--- src/rtl/univ_shift_reg.sv ---
// Parametrised universal shift register with shift/rotate/load/clear
// and a counted burst-shift engine reporting busy/done.
module univ_shift_reg #(
    parameter int WIDTH = 8,
    parameter int CNT_W = 4
) (
    input  logic             clk,
    input  logic             reset,
    input  logic             en,
    input  logic [2:0]       mode,
    input  logic             sin_msb,
    input  logic             sin_lsb,
    input  logic [WIDTH-1:0] pin,
    input  logic             burst_start,
    input  logic [CNT_W-1:0] burst_len,
    output logic [WIDTH-1:0] pout,
    output logic             sout_lsb,
    output logic             sout_msb,
    output logic             busy,
    output logic             done
);

    localparam logic [2:0] M_HOLD = 3'b000;
    localparam logic [2:0] M_SHR  = 3'b001;
    localparam logic [2:0] M_SHL  = 3'b010;
    localparam logic [2:0] M_ROR  = 3'b011;
    localparam logic [2:0] M_ROL  = 3'b100;
    localparam logic [2:0] M_LOAD = 3'b101;
    localparam logic [2:0] M_CLR  = 3'b110;

    typedef enum logic {
        IDLE  = 1'b0,
        BURST = 1'b1
    } state_t;

    state_t           state_q, state_d;
    logic [WIDTH-1:0] q_q, q_d;
    logic [CNT_W-1:0] cnt_q, cnt_d;
    logic [2:0]       lat_q, lat_d;
    logic             done_q, done_d;
    logic             burst_ok;

    function automatic logic [WIDTH-1:0] apply_op(
        input logic [2:0]       m,
        input logic [WIDTH-1:0] q,
        input logic             smsb,
        input logic             slsb,
        input logic [WIDTH-1:0] p
    );
        logic [WIDTH-1:0] r;
        r = q;
        unique case (m)
            M_SHR:   r = {smsb, q[WIDTH-1:1]};
            M_SHL:   r = {q[WIDTH-2:0], slsb};
            M_ROR:   r = {q[0], q[WIDTH-1:1]};
            M_ROL:   r = {q[WIDTH-2:0], q[WIDTH-1]};
            M_LOAD:  r = p;
            M_CLR:   r = '0;
            default: r = q;
        endcase
        return r;
    endfunction

    // Only the four shift/rotate modes may be run as a burst.
    assign burst_ok = (mode == M_SHR) || (mode == M_SHL) ||
                      (mode == M_ROR) || (mode == M_ROL);

    always_comb begin
        state_d = state_q;
        q_d     = q_q;
        cnt_d   = cnt_q;
        lat_d   = lat_q;
        done_d  = 1'b0;
        unique case (state_q)
            IDLE: begin
                if (burst_start) begin
                    if (burst_ok) begin
                        lat_d = mode;
                        cnt_d = burst_len;
                        if (burst_len != '0) begin
                            state_d = BURST;
                        end else begin
                            done_d = 1'b1;
                        end
                    end
                end else if (en) begin
                    q_d = apply_op(mode, q_q, sin_msb, sin_lsb, pin);
                end
            end
            BURST: begin
                if (en) begin
                    q_d   = apply_op(lat_q, q_q, sin_msb, sin_lsb, pin);
                    cnt_d = cnt_q - CNT_W'(1);
                    if (cnt_q == CNT_W'(1)) begin
                        state_d = IDLE;
                        done_d  = 1'b1;
                    end
                end
            end
            default: state_d = IDLE;
        endcase
    end

    always_ff @(posedge clk) begin
        if (reset) begin
            state_q <= IDLE;
            q_q     <= '0;
            cnt_q   <= '0;
            lat_q   <= M_HOLD;
            done_q  <= 1'b0;
        end else begin
            state_q <= state_d;
            q_q     <= q_d;
            cnt_q   <= cnt_d;
            lat_q   <= lat_d;
            done_q  <= done_d;
        end
    end

    assign pout     = q_q;
    assign sout_lsb = q_q[0];
    assign sout_msb = q_q[WIDTH-1];
    assign busy     = (state_q == BURST);
    assign done     = done_q;

endmodule

--- config.mk ---
export PLATFORM = sky130hd
export DESIGN_NAME = univ_shift_reg
export DESIGN_NICKNAME = d
export VERILOG_FILES = /design/src/rtl/univ_shift_reg.sv
export SDC_FILE = /design/constraint.sdc
export NUM_CORES = 1
export LEC_CHECK = 0
export CORE_MARGIN = 2
export CORE_UTILIZATION = 35
export CTS_CLUSTER_DIAMETER = 40
export CTS_CLUSTER_SIZE = 24
export DETAILED_ROUTE_END_ITERATION = 7
export DONT_BUFFER_PORTS = 1
export GPL_TIMING_DRIVEN = 0
export SYNTH_ARGS = -nofsm -noshare
export SYNTH_HDL_FRONTEND = slang
export SYNTH_SLANG_ARGS = --single-unit
--- constraint.sdc ---
create_clock -name clk -period 2.9 [get_ports clk]
set_input_delay 0 -clock clk [delete_from_list [all_inputs] [get_ports clk]]
set_output_delay 0 -clock clk [all_outputs]
set_load 0.02 [all_outputs]
# Word level (Yosys, flattened, before mapping)
# Cells that the tools add are included.
dict set report totals {
  ff_bits 17
  inputBits 21
}
dict set report classes {
  addsub 1
  n_eq_ne 20
  n_mux 22
  bitwise 1
  n_reduce_logical 7
}
# operator count
set op_table {}
lappend op_table {{one-hot mux 8 bit (6 select lines)} 2}
lappend op_table {{2-to-1 mux 8 bit} 3}
lappend op_table {{== test 3 bit, second input constant} 6}
lappend op_table {{one-hot mux 8 bit (2 select lines)} 1}
lappend op_table {{== test 3 x 2 -> 1 bit, second input constant} 4}
lappend op_table {{2-to-1 mux 4 bit} 3}
lappend op_table {{2-to-1 mux 1 bit} 10}
lappend op_table {{inequality test 2 bit, second input constant} 5}
lappend op_table {{one-hot mux 4 bit (2 select lines)} 1}
lappend op_table {{inequality test 7 x 1 -> 1 bit, second input constant} 1}
lappend op_table {{inequality test 7 x 5 -> 1 bit, second input constant} 1}
lappend op_table {{== test 3 x 1 -> 1 bit, second input constant} 2}
lappend op_table {{AND reduction 3 bit} 2}
lappend op_table {{AND reduction 5 bit} 1}
lappend op_table {{== test 4 x 1 -> 1 bit, second input constant} 1}
lappend op_table {{one-hot mux 1 bit (2 select lines)} 2}
lappend op_table {{nonzero test 4 bit} 1}
lappend op_table {{subtractor 4 x 1 -> 4 bit, second input constant} 1}
lappend op_table {{logical OR 1 bit} 3}
lappend op_table {{NOT 1 bit} 1}

# Logic depth before layout (Yosys ltp)
# Gate-level depths: netlist of run 1.
dict set report depth {
  ltp_word 7
  mapped_depth 7
}

# Worst setup path after synthesis of run 1
# OpenSTA, ideal clock, no wires.
dict set report synth_timing {
  kind {register to register}
  startpoint {register state_q (netlist: busy)}
  endpoint {register q_q[3] (netlist: pout[3])}
  setup_time_ns 0.096
  arrival_ns 1.394
  slack_ns 1.411
  stages_incl_launch_ff 6
  n_path_buf 3
  synth_period_minus_slack_ns 1.489
  cell_sequence {dfxtp_1 -> buf_2 -> buf_2 -> buf_2 -> a31oi_1 -> o41ai_2}
}
dict set report synth_via {
  elab_chain_cells 3
  elab_cells_between_ends 8
  cone_classes {eq/ne: 5; mux: 1; bitwise: 1; reduce/logical: 1}
}
# item line
set synth_rtl {}
lappend synth_rtl {{from (decl)} 36} ;# state_t state_q, state_d;
lappend synth_rtl {{from (signal assigned)} 112} ;# state_q <= state_d;
lappend synth_rtl {{NOT 1 bit} n/a}
lappend synth_rtl {{inequality test 7 x 5 -> 1 bit (no source line) / inequality test 2 bit (equally long branches)} n/a}
lappend synth_rtl {{AND reduction 5 bit (no source line)} n/a}
lappend synth_rtl {{to (signal assigned)} 113} ;# q_q <= q_d;
lappend synth_rtl {{to (decl)} 37} ;# logic [WIDTH-1:0] q_q, q_d;
# Parallel ways exist; a longest one is shown, timed or not.
# A chain may end at the register's enable or synchronous reset.

# Worst setup path after layout of run 1
dict set report layout_timing {
  startpoint {register state_q (netlist: busy)}
  endpoint {register q_q[7] (netlist: pout[7])}
}
# Same word-level chain as after synthesis.

==> out/qor.json, run 1 <==
{
  "finalWeightedCongestion": 0.8686,
  "dieHeight_um": 73.63,
  "power_leakage_uw": 0.0006502,
  "post_synth_inst_count": 210,
  "path_clk_slew_ns": 0.08,
  "grt_first_pass_wirelength_mm": 8.611,
  "ctsLongestPathBuffers": 2,
  "drt-pass1-iter-count": 5,
  "ctsResizeCount": 0,
  "synthesis.nets": 233,
  "holdCritPathClass": "in2reg",
  "grt_max_degree": 12,
  "worst_slew_pin_tran_ns": 0.5287,
  "regToRegStartpoint": "busy$_SDFF_PP0_",
  "ys_types": 52,
  "mappedNetlistArea_um2": 1697,
  "cp_max_fo": 10,
  "grt_util_all_layers_pct": 20.54,
  "cts.sinks": 17,
  "num-nets-final": 244,
  "dpl_cell_area_um2": 1764,
  "drv_cap": 0,
  "cts_htree_levels": 1,
  "vias_per_cell": 6.310,
  "first_global_vias": 1734,
  "final_period_minus_worst_setup_slack_ns": 1.855,
  "crit_type": "reg2reg",
  "final-seq-area_um2": 340.3,
  "fillerInstances": 487,
  "crit_chain": "buf_2 > clkbuf_1 > o31ai_1 > a211oi_1 > o31a_1",
  "place.detailed.hpwl_mm": 3.588,
  "status": "complete, no violations",
  "initial_core_util_pct": 36.16,
  "antenna_found_initial": 0,
  "synthesis.yosys.warnings": 0,
  "hold_depth": 4,
  "critical_path.endpoint_type": "flop",
  "cts_inserted_buffers": 3,
  "finalSetupTns_ns": 0,
  "clkLatencyLatePin_ns": 0.26,
  "drt_drc_violations_left": 0,
  "synth_enable_flop_cells": 0,
  "utilization_pct": 39.92,
  "critical_path_depth": 5,
  "finalPower_uw": 702.6,
  "ios": 33,
  "diodes": 0,
  "finalWirelength_mm": 5.286,
  "layout-area-overhead-vs-synth_pct": 10.40,
  "cp_slowest_cell": "sky130_fd_sc_hd__dfxtp_1",
  "critical_path_arrival_ns": 2.07,
  "synth_area_per_cell_um2": 8.079,
  "reg2reg_depth": 5,
  "drive_above_1_share_pct": 15.91,
  "finalSetupViolations": 0,
  "sort_of_element_at_the_start_of_the_critical_path": "flop",
  "place.port_buffers": 0,
  "yosys_register_bits": 17,
  "skew_ns": 0.001308,
  "seq_area_frac_synth_pct": 20.06,
  "post_cts_setup_driven_buffer_insertion_count": 0,
  "vias": 1729,
  "final_cell_mix": "18 x sky130_fd_sc_hd__o21ai_0, 17 x sky130_fd_sc_hd__dfxtp_1, 12 x sky130_fd_sc_hd__nand2_1",
  "crit_required_ns": 3.11,
  "root_buffer": "sky130_fd_sc_hd__clkbuf_8",
  "hold_buffers": 6,
  "layout_commonest_cell": "sky130_fd_sc_hd__o21ai_0",
  "core-area_um2": 4692,
  "critical-path-max-stage-delay_ns": 0.52,
  "overall_die_area_um2": 5421,
  "vdd.ir_drop.worst_mv": 0.1710,
  "grt_overflow_total": 0,
  "timing.critical_path.buf_inv": 2,
  "antenna_left": 0,
  "synth_async_sr_flop_share_pct": 0,
  "post-route-period-util_pct": 63.95,
  "first_iter_violations": 197,
  "max_clock_freq_mhz": 539.2,
  "worst_hold_startpoint": "burst_len[2]",
  "std_cell_rows": 25,
  "start_point_of_the_critical_path": "busy$_SDFF_PP0_",
  "rsz0062_at_grt": "false",
  "final_design_area_no_fill_um2": 1873,
  "synth_ff_type": "sky130_fd_sc_hd__dfxtp_1",
  "combined_area_of_the_multi_input_logic_cells_um2": 1191,
  "relSlewSlack_pct": 64.75,
  "hold_ws_ns": 0.02172,
  "timing_max_transition_violations_final": 0,
  "tritoncts": "built",
  "report.final.hold_viol_count": 0,
  "critPathTopFamily": "buffers and inverters",
  "floorplan.die.width_um": 73.63,
  "routedWlPerCell_um": 19.29,
  "cellPowerDensity_nw_per_um2": 375.1
}
## synth_stat cells (all sizes together) (2+ instances only)
library cell  count  area (um2)
a21oi             7       35.03
o21ai            20       100.1
xnor2             2       17.52
nor4bb            3       30.03
o41ai             6       97.59
nand3b            7       52.55
nor3b             2       15.01
inv               8       30.03
nor2             10       40.04
nand2b            4       25.02
a21o              6       45.04
a221oi            5       43.79
or3               8       55.05
nor2b             6       37.54
a32oi             2       17.52
o31a              2       17.52
ha                2       25.02
dfxtp            17       340.3
a22o              2       17.52
and2b             2       15.01
nand4             2       27.53
nand2            12       45.04
buf              16       112.6
nand3             5       37.54
nor3              2       10.01
clkbuf            6       22.52
a311oi            5       43.79
a211oi            5       37.54
mux2i             5       50.05
and2              3       26.28
a31oi            10       77.57
nand4b            6       52.55
## stage by stage
step | worst slack, ns | std cells
final | 1.045 | 274
after global routing | 0.9322 | 274
after detailed placement | 1.059 | 264
after CTS | 1.051 | 274
after global placement | 1.063 | 264
after floorplan | 1.411 | 210
## worst paths after layout
kind | to | slack (ns)
max reg2reg | pout[7]$_SDFFE_PP0P_ | 1.05
min reg2reg | cnt_q[3]$_SDFFE_PP0P_ | 0.51
max | pout[7]$_SDFFE_PP0P_ | 1.05
min | cnt_q[2]$_SDFFE_PP0P_ | 0.02
## where the power goes
part / total [uW] / internal [uW] / switching (uW)
Sequential: 273 / 247 / 25.8
Combinational: 231 / 97.7 / 134
Clock: 198 / 97.1 / 101
Total: 703 / 442 / 261
## tightest hold or removal path, delay by kind of cell
| kind | cells | cell delay [ns] |
|---|---|---|
| AOI/OAI and AO/OA | 3 | 0.20 |
| buffers and inverters | 1 | 0.04 |
## metal layers
metal  GRT usage (%)  up-vias  routed length (um)  part of all wire, %
met3           3.292       19                 377                  7.1
met5               0        -                   0                    0
li1                -      827                   -                    -
met2           31.45       81                2375                   45
met4           11.11        0                 181                  3.4
met1           27.41      802                2351                   44
## final cells by class
class,instances,share of cell area (%)
buffer,22,7.214
inverter,8,1.603
sequential,17,18.17
multi-input combinational,163,63.59
timing repair buffer,6,3.206
tap,54,3.607
clock inverter,1,0.4008
clock buffer,3,2.204
## sequential cells by signal (all words and copies together), names as in the netlist
register and flops:
lat_q 3, done 1, pout 8, cnt_q 4, busy 1
## cells by family after synthesis
| logic type | count (synthesis) | synth area share [%] |
|---|---|---|
| xor+xnor | 2 | 1.033 |
| fa+ha+maj | 2 | 1.475 |
| flops | 17 | 20.06 |
| simple gates | 75 | 28.98 |
| mux | 5 | 2.950 |
| buf+inv | 30 | 9.734 |
| compound gates | 79 | 35.77 |
No activity file was read; power rests on OpenSTA's default activity.
==> run 2: changes to the inputs <==
ABC_AREA = 1   (was not set)
clock period = 1.9 ns   (was 2.9 ns; I/O delays follow)
==> out/qor.json, run 2 <==
{
  "yosys_register_bits": 17,
  "regToRegStartpoint": "busy$_SDFF_PP0_",
  "root_buffer": "sky130_fd_sc_hd__clkbuf_8",
  "final_design_area_no_fill_um2": 1491,
  "largest_register_ff_count": 8,
  "critical_path_arrival_ns": 1.81,
  "crit_end": "pout[1]$_SDFFE_PP0P_",
  "layout-area-overhead-vs-synth_pct": 9.258,
  "mappedNetlistArea_um2": 1365,
  "final_period_minus_worst_setup_slack_ns": 1.621,
  "synth_xor_area_share_pct": 0,
  "seq_area_frac_synth_pct": 24.93,
  "drt-pass1-iter-count": 5,
  "post_synth_inst_count": 237,
  "vias_per_cell": 5.134,
  "drv_cap": 0,
  "clkLatencyLatePin_ns": 0.25,
  "cell_types_occupying_the_most_area_after_synthesis": "sky130_fd_sc_hd__dfxtp_1 25%, sky130_fd_sc_hd__nand2_1 21%, sky130_fd_sc_hd__nand3_1 13%, sky130_fd_sc_hd__a21oi_1 8.4%, sky130_fd_sc_hd__inv_1 6.9%",
  "place.port_buffers": 0,
  "cts_inserted_buffers": 3,
  "report.final.hold_viol_count": 0,
  "synth_enable_flop_cells": 0,
  "grt_first_pass_wirelength_mm": 6.534,
  "cts_htree_levels": 1,
  "crit_required_ns": 2.08,
  "synth_ff_type": "sky130_fd_sc_hd__dfxtp_1",
  "overall_die_area_um2": 4416,
  "dpl.cell_count": 285,
  "synth.top_cell.area_share_pct": 24.93,
  "skew_ns": 0.002156,
  "relSlewSlack_pct": 63.04,
  "antenna_found_initial": 0,
  "crit_type": "reg2reg",
  "grt_util_all_layers_pct": 18.90,
  "cts.sinks": 17,
  "drt_drc_violations_left": 0,
  "routedWlPerCell_um": 13.21,
  "adder_cell_share_of_the_synthesized_area_pct": 1.833,
  "finalWeightedCongestion": 0.8063,
  "rsz0062_at_grt": "false",
  "synthesis.nets": 260,
  "max_clock_freq_mhz": 617.0,
  "cellPowerDensity_nw_per_um2": 636.2,
  "core-area_um2": 3716,
  "finalSetupTns_ns": 0,
  "critical_path.endpoint_type": "flop",
  "dpl_cell_area_um2": 1425,
  "layout_commonest_cell": "sky130_fd_sc_hd__nand2_1",
  "synth_async_sr_flop_share_pct": 0,
  "finalSetupViolations": 0,
  "place.detailed.hpwl_mm": 2.801,
  "synthSimpleGateAreaFrac_pct": 46.65,
  "r2r_end": "pout[1]$_SDFFE_PP0P_",
  "std_cell_rows": 22,
  "finalWirelength_mm": 3.845,
  "start_point_of_the_critical_path": "busy$_SDFF_PP0_",
  "post-route-period-util_pct": 85.30,
  "grt_overflow_total": 0,
  "instances_no_fill": 291,
  "synth_area_per_cell_um2": 5.760,
  "path_clk_slew_ns": 0.07,
  "yosys-top-cells-count": "75 x sky130_fd_sc_hd__nand2_1, 36 x sky130_fd_sc_hd__nand3_1, 25 x sky130_fd_sc_hd__inv_1, 23 x sky130_fd_sc_hd__a21oi_1, 17 x sky130_fd_sc_hd__dfxtp_1",
  "timing_max_transition_violations_final": 0,
  "ctsLongestPathBuffers": 2,
  "tritoncts": "built",
  "drive_above_1_share_pct": 9.465,
  "sort_of_element_at_the_start_of_the_critical_path": "flop",
  "ios": 33,
  "dieHeight_um": 66.45,
  "worst_slew_pin_tran_ns": 0.5508,
  "grt_max_degree": 11,
  "first_global_vias": 1388,
  "dominant_combinational_cell_family_by_area_after_synthesis": "simple AND/OR/NAND/NOR gates",
  "cp_max_fo": 8,
  "first_iter_violations": 185,
  "muxShareOfSynthArea_pct": 0,
  "ys_types": 24,
  "hold_buffers": 2,
  "diodes": 0,
  "antenna_left": 0,
  "vias": 1494,
  "num-nets-final": 267,
  "status": "complete, no violations",
  "fillerInstances": 408,
  "initial_core_util_pct": 36.73,
  "power_leakage_uw": 0.0006477,
  "synth-compound-area-share_pct": 14.85,
  "ctsResizeCount": 0,
  "post_cts_setup_driven_buffer_insertion_count": 0,
  "hold_depth": 4,
  "post-synth-top-count-cell": "sky130_fd_sc_hd__nand2_1",
  "holdCritPathClass": "in2reg",
  "final_cell_mix": "75 x sky130_fd_sc_hd__nand2_1, 36 x sky130_fd_sc_hd__nand3_1, 25 x sky130_fd_sc_hd__inv_1, 23 x sky130_fd_sc_hd__a21oi_1, 17 x sky130_fd_sc_hd__dfxtp_1",
  "reg2reg_depth": 7,
  "floorplan.die.width_um": 66.45,
  "synthesis.yosys.warnings": 0,
  "vdd.ir_drop.worst_mv": 0.2584,
  "synth_largest_area_cell": "sky130_fd_sc_hd__dfxtp_1",
  "regToRegSetupSlack_ns": 0.28
}
run 2: cell types whose count changed after synthesis, moves of 6 or more:
cell                       previous run  this run
sky130_fd_sc_hd__nor2b_1              6         0
sky130_fd_sc_hd__nand3_1              4        36
sky130_fd_sc_hd__nand2_1             12        75
sky130_fd_sc_hd__a31oi_1              9         0
sky130_fd_sc_hd__nand4_1              1        10
sky130_fd_sc_hd__nand3b_1             7         1
sky130_fd_sc_hd__inv_1                8        25
sky130_fd_sc_hd__nand4b_1             6         0
sky130_fd_sc_hd__o21ai_0             18         9
sky130_fd_sc_hd__a21o_1               6         0
sky130_fd_sc_hd__or3_1                7         0
sky130_fd_sc_hd__a21oi_1              7        23
sky130_fd_sc_hd__o41ai_2              6         0
run 2: stage by stage:
step	total power [uW]	hold WS (ns)	setup slack (ns)	util (%)
after floorplan	616.7	0.06907	0.5280	-
after global placement	671.6	0.07046	0.2780	38.35
after CTS	957.0	0.01830	0.2548	40.13
after detailed placement	672.2	0.07212	0.2716	38.35
final	948.8	0.02477	0.2793	40.13
after global routing	1011	0.06017	0.1100	40.13
run 2: power breakdown:
part | internal [uW] | total, uW | switching [uW]
clock | 146 | 280 | 135
sequential | 379 | 415 | 36.2
combinational | 84.3 | 253 | 169
total | 609 | 949 | 340
run 2: cells by family (layout without fill, tap and decap cells):
family,after synthesis,after routing
adder cells (fa/ha/maj),2,2
AO/OA/AOI/OAI,37,37
flip-flops,17,17
buffers and inverters,39,45
AND/OR/NAND/NOR,142,142
run 2: layout make-up:
cell class	count	area [um2]	share of cell area, %
Multi-Input combinational cell	181	864.6	57.97
Buffer	10	51.30	3.440
Timing Repair Buffer	2	20.02	1.342
Sequential cell	17	340.3	22.82
Clock buffer	3	41.29	2.768
Tap cell	48	60.06	4.027
Clock inverter	1	5.005	0.3356
Inverter	29	108.9	7.299
run 2: metal layers:
| layer | share of wire (%) | global-route usage, % | up-vias |
|---|---|---|---|
| met3 | 6.8 | 3.716 | 2 |
| li1 | - | - | 786 |
| met4 | 0.52 | 5.612 | 0 |
| met1 | 49 | 25.90 | 666 |
| met5 | 0 | 0 | - |
| met2 | 44 | 29.88 | 40 |
run 2: critical path, cell delays in order, from the launching register on:
cell	delay, ns
sky130_fd_sc_hd__dfxtp_1	0.59
sky130_fd_sc_hd__inv_2	0.15
sky130_fd_sc_hd__nand2_2	0.09
sky130_fd_sc_hd__nand2_1	0.06
sky130_fd_sc_hd__o21bai_4	0.17
sky130_fd_sc_hd__nor2_4	0.22
sky130_fd_sc_hd__nand3_1	0.12
sky130_fd_sc_hd__a21oi_1	0.14
run 2: worst min-delay path by stage:
stage                            start              endpoint  slack (ns)
after detailed placement         reset       busy$_SDFF_PP0_        0.07
after global placement           reset       busy$_SDFF_PP0_        0.07
after global routing            pin[6]  pout[6]$_SDFFE_PP0P_        0.06
after CTS                 burst_len[1]       busy$_SDFF_PP0_        0.02
after floorplan                  reset       busy$_SDFF_PP0_        0.07
final                           pin[6]  pout[6]$_SDFFE_PP0P_        0.02
==> run 3: changes to the inputs <==
CORE_UTILIZATION = 45   (was 35)
==> out/qor.json, run 3 (synthesized netlist as in run 2, its figures left out) <==
{
  "cts_htree_levels": 1,
  "drt-pass1-iter-count": 4,
  "status": "complete, no violations",
  "sort_of_element_at_the_start_of_the_critical_path": "flop",
  "cp_slowest_cell": "sky130_fd_sc_hd__dlygate4sd3_1",
  "skew_ns": 0.008979,
  "max_clock_freq_mhz": 587.7,
  "relSlewSlack_pct": 61.05,
  "grt_util_all_layers_pct": 25.36,
  "tritoncts": "built",
  "timing_max_transition_violations_final": 0,
  "cts_inserted_buffers": 3,
  "cellPowerDensity_nw_per_um2": 585.5,
  "finalSetupTns_ns": 0,
  "finalSetupViolations": 0,
  "holdCritPathClass": "in2reg",
  "vdd.ir_drop.worst_mv": 0.3311,
  "drive_above_1_share_pct": 9.449,
  "drv_cap": 0,
  "root_buffer": "sky130_fd_sc_hd__clkbuf_4",
  "critPathTopFamily": "buffers and inverters",
  "finalWirelength_mm": 4.071,
  "dieHeight_um": 59.08,
  "largest_register_ff_count": 8,
  "rsz0062_at_grt": "false",
  "routedWlPerCell_um": 14.28,
  "antenna_left": 0,
  "worst_slew_pin_tran_ns": 0.5803,
  "critical_path_arrival_ns": 1.91,
  "grt_first_pass_wirelength_mm": 6.817,
  "dpl.cell_count": 268,
  "num-nets-final": 278,
  "power_leakage_uw": 0.0006844,
  "drt_drc_violations_left": 0,
  "place.detailed.hpwl_mm": 2.893,
  "finalWeightedCongestion": 0.8983,
  "cp_max_fo": 8,
  "timing.critical_path.buf_inv": 4,
  "instances_no_fill": 285,
  "cts.sinks": 17,
  "crit_required_ns": 2.11,
  "place.port_buffers": 0,
  "initial_core_util_pct": 48.25,
  "std_cell_rows": 19,
  "vias": 1620,
  "grt_overflow_total": 0,
  "grt_max_degree": 12,
  "antenna_found_initial": 0,
  "overall_die_area_um2": 3490,
  "layout-area-overhead-vs-synth_pct": 14.67,
  "post-route-period-util_pct": 89.55,
  "floorplan.die.width_um": 59.08,
  "path_clk_slew_ns": 0.13,
  "first_global_vias": 1567,
  "crit_chain": "inv_2 > nand2_2 > inv_1 > nand2_2 > inv_1 > nand2_1 > a21oi_1 > dlygate4sd3_1",
  "final_period_minus_worst_setup_slack_ns": 1.701,
  "vias_per_cell": 5.684,
  "core-area_um2": 2829,
  "first_iter_violations": 189,
  "diodes": 0,
  "critical-path-max-stage-delay_ns": 0.55,
  "report.final.hold_viol_count": 0,
  "critical_path.endpoint_type": "flop",
  "final_cell_mix": "75 x sky130_fd_sc_hd__nand2_1, 36 x sky130_fd_sc_hd__nand3_1, 25 x sky130_fd_sc_hd__inv_1, 23 x sky130_fd_sc_hd__a21oi_1, 16 x sky130_fd_sc_hd__dfxtp_1",
  "crit_type": "reg2reg",
  "ios": 33,
  "ctsLongestPathBuffers": 2,
  "clkLatencyLatePin_ns": 0.30,
  "layout_commonest_cell": "sky130_fd_sc_hd__nand2_1"
}
-- run 3: path summary, 6_finish.rpt --
check	to	depth (start not counted)	start	slack (ns)
setup / recovery	busy$_SDFF_PP0_	8	busy$_SDFF_PP0_	0.20
hold / removal	cnt_q[1]$_SDFFE_PP0P_	4	burst_len[1]	0.0002
setup reg to reg	busy$_SDFF_PP0_	8	busy$_SDFF_PP0_	0.20
hold reg to reg	cnt_q[2]$_SDFFE_PP0P_	2	cnt_q[2]$_SDFFE_PP0P_	0.51
-- run 3: what timing repair did --
| item | 4_1_cts | 5_1_grt |
|---|---|---|
| setup endpoints to repair | 0 | 1 |
| buffers inserted | 0 | 0 |
| resized for setup | 0 | 1 |
| hold endpoints to repair | 14 | 0 |
| hold buffers | 13 | 0 |
-- run 3: power breakdown --
group	switching [uW]	internal [uW]	total [uW]
registers	37.0	380	417
logic	180	101	281
clock network	139	80.1	219
-- run 3: layer usage --
metal	global-route usage [%]	vias to the layer above	routed length, um
met5	0	-	0
met2	42.86	49	1882
met1	33.56	750	1900
met3	3.057	8	214
met4	8.117	0	74
li1	-	813	-
-- run 3: final cells by class --
cell class                 count  area, um2
tap                           31      38.79
inverter                      29      108.9
clock inverter                 1      7.507
clock buffer                   3      22.52
fill                         306       1264
sequential                    17      341.6
timing repair buffer          13      130.1
multi-input combinational    181      864.6
buffer                        10      51.30
-- run 3: tightest hold or removal path, cell delays in order --
cell	delay (ns)
sky130_fd_sc_hd__nand2_1	0.03
sky130_fd_sc_hd__o21ai_0	0.06
sky130_fd_sc_hd__o21ai_0	0.08
sky130_fd_sc_hd__a21oi_1	0.11
-- run 3: metrics by stage --
stage | power (uW) | util (%) | setup WS, ns | cell area [um2] | hold WS, ns
after CTS | 918.7 | 55.29 | 0.03405 | 1564 | 0.0002356
after global routing | 978.3 | 55.33 | 0.05318 | 1565 | 0.02453
after global placement | 666.4 | 49.62 | 0.3026 | 1404 | 0.07110
after floorplan | 616.7 | - | 0.5280 | 1365 | 0.06907
after detailed placement | 675.8 | 49.62 | 0.3051 | 1404 | 0.07160
final | 916.4 | 55.33 | 0.1986 | 1565 | 0.0001611
